--- src/rtl/mano_ctrl_seq_if.sv ---
// Mano control sequencer bus: SC value, IR, flags
// and the decoded timing/strobe outputs.
interface mano_ctrl_seq_if #(
  parameter int SEQW = 4,
  parameter int NT   = 16
);
  logic [SEQW-1:0] t;
  logic [15:0]     ir;
  logic            fgi;
  logic            fgo;
  logic            start;
  logic            sc_clr;
  logic            sc_inc;
  logic [NT-1:0]   tsig;
  logic [7:0]      d;
  logic            i_ff;
  logic            r_ff;
  logic            ien;
  logic            s_run;
  logic [2:0]      phase;
  logic            ld_ar_pc;
  logic            ld_ir;
  logic            ld_ar_ir;
  logic            ld_ar_mem;
  logic [2:0]      intr_step;
  logic            err;

  modport master (
    output t, ir, fgi, fgo, start,
    input  sc_clr, sc_inc, tsig, d, i_ff,
    input  r_ff, ien, s_run, phase,
    input  ld_ar_pc, ld_ir, ld_ar_ir,
    input  ld_ar_mem, intr_step, err
  );

  modport slave (
    input  t, ir, fgi, fgo, start,
    output sc_clr, sc_inc, tsig, d, i_ff,
    output r_ff, ien, s_run, phase,
    output ld_ar_pc, ld_ir, ld_ar_ir,
    output ld_ar_mem, intr_step, err
  );
endinterface

--- src/rtl/mano_ctrl_seq.sv ---
// Mano control sequencer: timing decode, instruction
// cycle phase, R/IEN/S/I flops and fetch/intr strobes.
module mano_ctrl_seq #(
  parameter int SEQW = 4,
  parameter int NT   = 16
) (
  input logic              clk,
  input logic              rst,
  mano_ctrl_seq_if.slave   bus
);

  typedef enum logic [1:0] {
    ST_HALT,
    ST_RUN,
    ST_INTR
  } state_e;

  localparam logic [2:0] PH_HALT = 3'd0;
  localparam logic [2:0] PH_FETCH = 3'd1;
  localparam logic [2:0] PH_DEC = 3'd2;
  localparam logic [2:0] PH_IND = 3'd3;
  localparam logic [2:0] PH_EXEC = 3'd4;
  localparam logic [2:0] PH_INTR = 3'd5;

  state_e        state_q;
  state_e        state_d;
  logic [7:0]    d_q;
  logic          i_q;
  logic          ien_q;
  logic          err_q;

  logic [NT-1:0] tr;
  logic          run;
  logic          rmode;
  logic          fault;
  logic          term;
  logic          intr_end;
  logic          halt;
  logic          io;
  logic          rset;
  logic          fetch;
  logic          unused;

  assign unused = ^{bus.ir[11:8], bus.ir[5:1]};

  assign tr = {{(NT-1){1'b0}}, 1'b1} << bus.t;
  assign run = (state_q != ST_HALT) & ~rst;
  assign rmode = (state_q == ST_INTR);
  assign fault = run & (bus.t >= SEQW'(7));

  // the executing instruction ends when its last timing step is reached
  assign term = (d_q[7] & tr[3])
              | ((d_q[3] | d_q[4]) & tr[4])
              | ((d_q[0] | d_q[1] | d_q[2] | d_q[5]) & tr[5])
              | (d_q[6] & tr[6]);

  assign intr_end = rmode & tr[2];
  assign halt = ~rmode & d_q[7] & ~i_q & tr[3] & bus.ir[0];
  assign io = ~rmode & d_q[7] & i_q & tr[3];
  assign rset = ~rmode & ien_q & (bus.fgi | bus.fgo)
              & ~(tr[0] | tr[1] | tr[2]);
  assign fetch = run & ~rmode;

  assign bus.sc_clr = ~run | fault | term | intr_end;
  assign bus.sc_inc = run & ~bus.sc_clr;
  assign bus.tsig = run ? tr : '0;
  assign bus.ld_ar_pc = fetch & tr[0];
  assign bus.ld_ir = fetch & tr[1];
  assign bus.ld_ar_ir = fetch & tr[2];
  assign bus.ld_ar_mem = fetch & ~d_q[7] & i_q & tr[3];
  assign bus.intr_step = (run & rmode) ? tr[2:0] : 3'b000;
  assign bus.d = d_q;
  assign bus.i_ff = i_q;
  assign bus.r_ff = rmode;
  assign bus.ien = ien_q;
  assign bus.s_run = (state_q != ST_HALT);
  assign bus.err = err_q;

  // phase reported for the current cycle, highest priority first
  always_comb begin
    bus.phase = PH_EXEC;
    if (!run) bus.phase = PH_HALT;
    else if (rmode) bus.phase = PH_INTR;
    else if (tr[0] | tr[1]) bus.phase = PH_FETCH;
    else if (tr[2]) bus.phase = PH_DEC;
    else if (tr[3] & ~d_q[7] & i_q) bus.phase = PH_IND;
  end

  // S/R state register
  always_ff @(posedge clk) begin
    if (rst) state_q <= ST_HALT;
    else state_q <= state_d;
  end

  // run/halt/interrupt transitions; halt beats a pending interrupt
  always_comb begin
    state_d = state_q;
    unique case (state_q)
      ST_HALT: if (bus.start) state_d = ST_RUN;
      ST_RUN: begin
        if (halt) state_d = ST_HALT;
        else if (rset) state_d = ST_INTR;
      end
      ST_INTR: if (tr[2]) state_d = ST_RUN;
      default: state_d = ST_HALT;
    endcase
  end

  // opcode decode, IEN control and sticky fault flag
  always_ff @(posedge clk) begin
    if (rst) begin
      d_q <= 8'h00;
      i_q <= 1'b0;
      ien_q <= 1'b0;
      err_q <= 1'b0;
    end else if (state_q != ST_HALT) begin
      if (fault) err_q <= 1'b1;
      if (intr_end) begin
        ien_q <= 1'b0;
      end else if (io) begin
        if (bus.ir[6]) ien_q <= 1'b0;
        else if (bus.ir[7]) ien_q <= 1'b1;
      end
      if (~rmode & tr[2]) begin
        d_q <= 8'h01 << bus.ir[14:12];
        i_q <= bus.ir[15];
      end
    end
  end

endmodule
--- src/flat_wrapper.sv ---
// flat-port wrapper written by rule: the top's interface ports become plain ports
module mano_ctrl_seq_flat 
#(
  parameter int SEQW = 4,
  parameter int NT   = 16
)
  (clk, rst, bus_t, bus_ir, bus_fgi, bus_fgo, bus_start, bus_sc_clr, bus_sc_inc, bus_tsig, bus_d, bus_i_ff, bus_r_ff, bus_ien, bus_s_run, bus_phase, bus_ld_ar_pc, bus_ld_ir, bus_ld_ar_ir, bus_ld_ar_mem, bus_intr_step, bus_err);
  mano_ctrl_seq_if #(.SEQW(SEQW), .NT(NT)) bus_i ();
  input logic clk;
  input logic rst;
  input wire logic [$bits(bus_i.t)-1:0] bus_t;
  input wire logic [$bits(bus_i.ir)-1:0] bus_ir;
  input wire logic [$bits(bus_i.fgi)-1:0] bus_fgi;
  input wire logic [$bits(bus_i.fgo)-1:0] bus_fgo;
  input wire logic [$bits(bus_i.start)-1:0] bus_start;
  output wire logic [$bits(bus_i.sc_clr)-1:0] bus_sc_clr;
  output wire logic [$bits(bus_i.sc_inc)-1:0] bus_sc_inc;
  output wire logic [$bits(bus_i.tsig)-1:0] bus_tsig;
  output wire logic [$bits(bus_i.d)-1:0] bus_d;
  output wire logic [$bits(bus_i.i_ff)-1:0] bus_i_ff;
  output wire logic [$bits(bus_i.r_ff)-1:0] bus_r_ff;
  output wire logic [$bits(bus_i.ien)-1:0] bus_ien;
  output wire logic [$bits(bus_i.s_run)-1:0] bus_s_run;
  output wire logic [$bits(bus_i.phase)-1:0] bus_phase;
  output wire logic [$bits(bus_i.ld_ar_pc)-1:0] bus_ld_ar_pc;
  output wire logic [$bits(bus_i.ld_ir)-1:0] bus_ld_ir;
  output wire logic [$bits(bus_i.ld_ar_ir)-1:0] bus_ld_ar_ir;
  output wire logic [$bits(bus_i.ld_ar_mem)-1:0] bus_ld_ar_mem;
  output wire logic [$bits(bus_i.intr_step)-1:0] bus_intr_step;
  output wire logic [$bits(bus_i.err)-1:0] bus_err;
  assign bus_i.t = bus_t;
  assign bus_i.ir = bus_ir;
  assign bus_i.fgi = bus_fgi;
  assign bus_i.fgo = bus_fgo;
  assign bus_i.start = bus_start;
  assign bus_sc_clr = bus_i.sc_clr;
  assign bus_sc_inc = bus_i.sc_inc;
  assign bus_tsig = bus_i.tsig;
  assign bus_d = bus_i.d;
  assign bus_i_ff = bus_i.i_ff;
  assign bus_r_ff = bus_i.r_ff;
  assign bus_ien = bus_i.ien;
  assign bus_s_run = bus_i.s_run;
  assign bus_phase = bus_i.phase;
  assign bus_ld_ar_pc = bus_i.ld_ar_pc;
  assign bus_ld_ir = bus_i.ld_ir;
  assign bus_ld_ar_ir = bus_i.ld_ar_ir;
  assign bus_ld_ar_mem = bus_i.ld_ar_mem;
  assign bus_intr_step = bus_i.intr_step;
  assign bus_err = bus_i.err;
  mano_ctrl_seq #(.SEQW(SEQW), .NT(NT)) u_core (.clk(clk), .rst(rst), .bus(bus_i));
endmodule
--- config.mk ---
export PLATFORM = sky130hd
export DESIGN_NAME = mano_ctrl_seq_flat
export DESIGN_NICKNAME = d
export VERILOG_FILES = /design/src/rtl/mano_ctrl_seq_if.sv /design/src/rtl/mano_ctrl_seq.sv /design/src/flat_wrapper.sv
export SDC_FILE = /design/constraint.sdc
export NUM_CORES = 1
export LEC_CHECK = 0
export ABC_AREA = 0
export BUFFER_PORTS_ARGS = -buffer_cell sky130_fd_sc_hd__buf_2
export CAP_MARGIN = 5
export CORE_MARGIN = 2
export CORE_UTILIZATION = 36
export DETAILED_ROUTE_END_ITERATION = 10
export HOLD_SLACK_MARGIN = 0.06
export PLACE_DENSITY = 0.75
export SYNTH_ARGS = -nofsm -noshare
export SYNTH_HDL_FRONTEND = slang
export SYNTH_SLANG_ARGS = --single-unit
--- constraint.sdc ---
create_clock -name clk -period 1.4 [get_ports clk]
set_clock_uncertainty 0.15 [all_clocks]
set_input_delay 0.07 -clock clk [delete_from_list [all_inputs] [get_ports clk]]
set_output_delay 0.07 -clock clk [all_outputs]
set_load 0.005 [all_outputs]
==> metrics <==
launching element type of the critical path=flip-flop; hold slack final=0.119 ns; worst slew margin relative to its limit=0.735; die span in y=55.0 um; register area=272 um2; Max Slew Vio Count=0; final hold violation count=0; first drt pass iteration count=4; Post-synth EDFFs=0; drt first-iter violations=42; largest family of logic cells by synthesized area=simple AND/OR/NAND/NOR gates; top achievable clock speed=491 MHz; core outline area=2480 um2; fraction of registers with async set or reset after synthesis=0; Slew @ Worst Pin=0.394 ns; syn nets=158; simple logic cell fraction of the synthesized area=0.461; number of buffers inserted by port buffering=56; ANT nets after route=0; aggregate global-route resource usage=0.245; synthesized area per cell=7.05 um2; CTS tree=done; leakage power=0.890 nW; GPL Wtd Cong=0.837; number of warnings issued by yosys=0; portion of the post-synthesis area used by sequential elements=0.278; Synth Instances=133; ports placed on the boundary=66; Vias/cell=5.83; kind of critical path=flip-flop to primary output; path class of the lowest-slack min-delay path=input pin to flip-flop; areal power density over the cells=479 nW/um2; Netlist Area Pre-Place=937 um2; arrival time worst endpoint=1.82 ns; adder-cell area share of the yosys netlist=0; effective utilization at floorplan=0.378; combined area of the multi-input logic cells=883 um2; violated checks=negative setup slack; clock tree root buffer cell=sky130_fd_sc_hd__clkbuf_4; area fraction of the dominant cell type after synthesis=0.278; via count of the routed design=1,550; final critical-path required period=2.04 ns; Nets=262; clock latency at the later pin of the worst-skew pair=0.28 ns; count of final setup violators=32; number of distinct library cells after synthesis=39; number of clock buffers inserted by TritonCTS=3; final wirelength=4830 um; largest net degree at the start of global routing=17; filler cell count=160; first-pass GRT wire length=5310 um; Max H-tree Level=1; remaining global-route overflow=0; number of antenna violations at the first check in global routing=0; most frequently used flop master after synthesis=sky130_fd_sc_hd__dfxtp_1; placed wire-length estimate=2540 um; share of synthesized area spent on multiplexers=0; post-CTS clock slew at the launch and capture registers of the worst setup and hold paths=0.08 ns; top area cells in the synthesized netlist=sky130_fd_sc_hd__dfxtp_1, sky130_fd_sc_hd__nor2_1, sky130_fd_sc_hd__a21oi_1; cell type with the highest aggregate area in the netlist=sky130_fd_sc_hd__dfxtp_1; number of buffers between clock root and the deepest sink=2; Post-route DRC=0; Compound-Gate Fraction of Synth Area=0.187; die extent in x=55.0 um; peak fanout along the critical path=2; die outline area=3030 um2; layout-stage area growth over the synthesis result=113%; via count of the first global-routing pass=1,263; row count=18; Sink Count=13; DR WL/cell=18.2 um; count of maximum capacitance violations=0; number of diodes added for antenna fixing=0; number of synthesized register bits=13; Crit path required time=1.18 ns; peak supply drop=0.000582 V; fraction of the cycle the final worst path needs=1.46; result of the run=finished, violations left; Post-Synth XOR/XNOR Area=0; min setup slack post-route=-0.638 ns; critical path capture point type=primary output; fraction of final layout cells sized beyond drive strength 1=0.665; unrepaired setup endpoints after global routing=true; Placement Setup Slack=-0.258 ns
## report_power, final
part	internal, W	switching, W	leakage [nW]	total [W]
logic	0.000170	0.000176	0.767	0.000345
registers	0.000373	0.00000514	0.108	0.000378
clock network	0.000111	0.000120	0.0150	0.000231
total	0.000654	0.000301	0.890	0.000955
## cell usage after synthesis, drive strengths merged (2+ instances only)
library cell,instances
nor2,19
nand2,17
a21oi,14
dfxtp,13
nand3,7
inv,6
nor3,6
clkbuf,5
nand2b,5
nor4,5
buf,4
a211oi,3
nand4b,3
a31oi,2
nand3b,2
nor2b,2
nor4b,2
or4,2
## sequential cells by signal, summed over array words and instances (netlist names)
signal	cells
u_core.bus.d	8
u_core.bus.err	1
u_core.bus.i_ff	1
u_core.state_q	2
u_core.bus.ien	1
## logic make-up (layout without fill, tap and decap cells)
kind of cell	Yosys count	in the layout
AND/OR/NAND/NOR	78	78
AO/OA/AOI/OAI	27	27
flip-flops	13	13
buffers and inverters	15	118
## critical path, stage by stage (launching register included)
cell	delay, ns
sky130_fd_sc_hd__dfxtp_2	0.33
sky130_fd_sc_hd__nor4_2	0.33
sky130_fd_sc_hd__nand2_1	0.09
sky130_fd_sc_hd__a22o_1	0.24
sky130_fd_sc_hd__or4_1	0.41
sky130_fd_sc_hd__buf_2	0.14
## per-stage QoR
stage,TNS (ns),utilization,total power (W),instances,instance area (um2)
2_1_floorplan,-0.0936,-,0.000483,133,937
4_1_cts,-4.62,0.722,0.000899,265,1790
3_5_place_dp,-2.06,0.603,0.000601,248,1490
5_1_grt,-8.37,0.805,0.000991,266,1990
3_3_place_gp,-1.33,0.603,0.000594,248,1490
6_report,-6.45,0.805,0.000955,266,1990
## layout by cell type, fill, tap and decap left out, types with 4 or more instances in the layout
master | netlist | routed
sky130_fd_sc_hd__a21oi_1 | 14 | 11
sky130_fd_sc_hd__dfxtp_1 | 13 | 8
sky130_fd_sc_hd__nor3_2 | 0 | 5
sky130_fd_sc_hd__buf_6 | 1 | 15
sky130_fd_sc_hd__nor2_1 | 19 | 10
sky130_fd_sc_hd__clkbuf_4 | 0 | 4
sky130_fd_sc_hd__nand3_1 | 7 | 4
sky130_fd_sc_hd__dlygate4sd3_1 | 0 | 6
sky130_fd_sc_hd__nor4_2 | 0 | 4
sky130_fd_sc_hd__nor2_2 | 0 | 5
sky130_fd_sc_hd__nor2_4 | 0 | 4
sky130_fd_sc_hd__nand2_1 | 16 | 14
sky130_fd_sc_hd__buf_2 | 2 | 52
sky130_fd_sc_hd__buf_4 | 1 | 34
## worst paths after layout
path | from | endpoint | slack (ns) | cells past startpoint
setup / recovery | u_core.bus.d[5]$_SDFFE_PP0P_ | bus_sc_clr | -0.64 | 5
hold / removal | bus_fgi | u_core.state_q[0]$_SDFFE_PP0P_ | 0.12 | 4
setup reg to reg | u_core.state_q[0]$_SDFFE_PP0P_ | u_core.state_q[1]$_SDFFE_PP0P_ | -0.17 | 7
hold reg to reg | u_core.bus.err$_SDFFE_PP0P_ | u_core.bus.err$_SDFFE_PP0P_ | 0.35 | 2
## routing by layer
metal / track usage / wire length, um
met1: 0.246 / 1740
met2: 0.472 / 2430
met3: 0.0242 / 405
met4: 0.159 / 259
met5: 0 / 0
## area by class of cell
type | instances | area share
inverter | 6 | 0.0113
timing repair buffer | 108 | 0.377
multi-input combinational | 105 | 0.443
tap | 30 | 0.0188
clock buffer | 4 | 0.0132
sequential | 13 | 0.136
## what timing repair did
action                                  in CTS  in global routing
endpoints found under the setup margin      30                 40
endpoints found under the hold margin       10                  0
buffers inserted                             8                  3
pin swaps                                   15                 18
gates resized for setup                     35                 49
hold buffers                                 6                  0
Power figures use the tool's default switching activity.
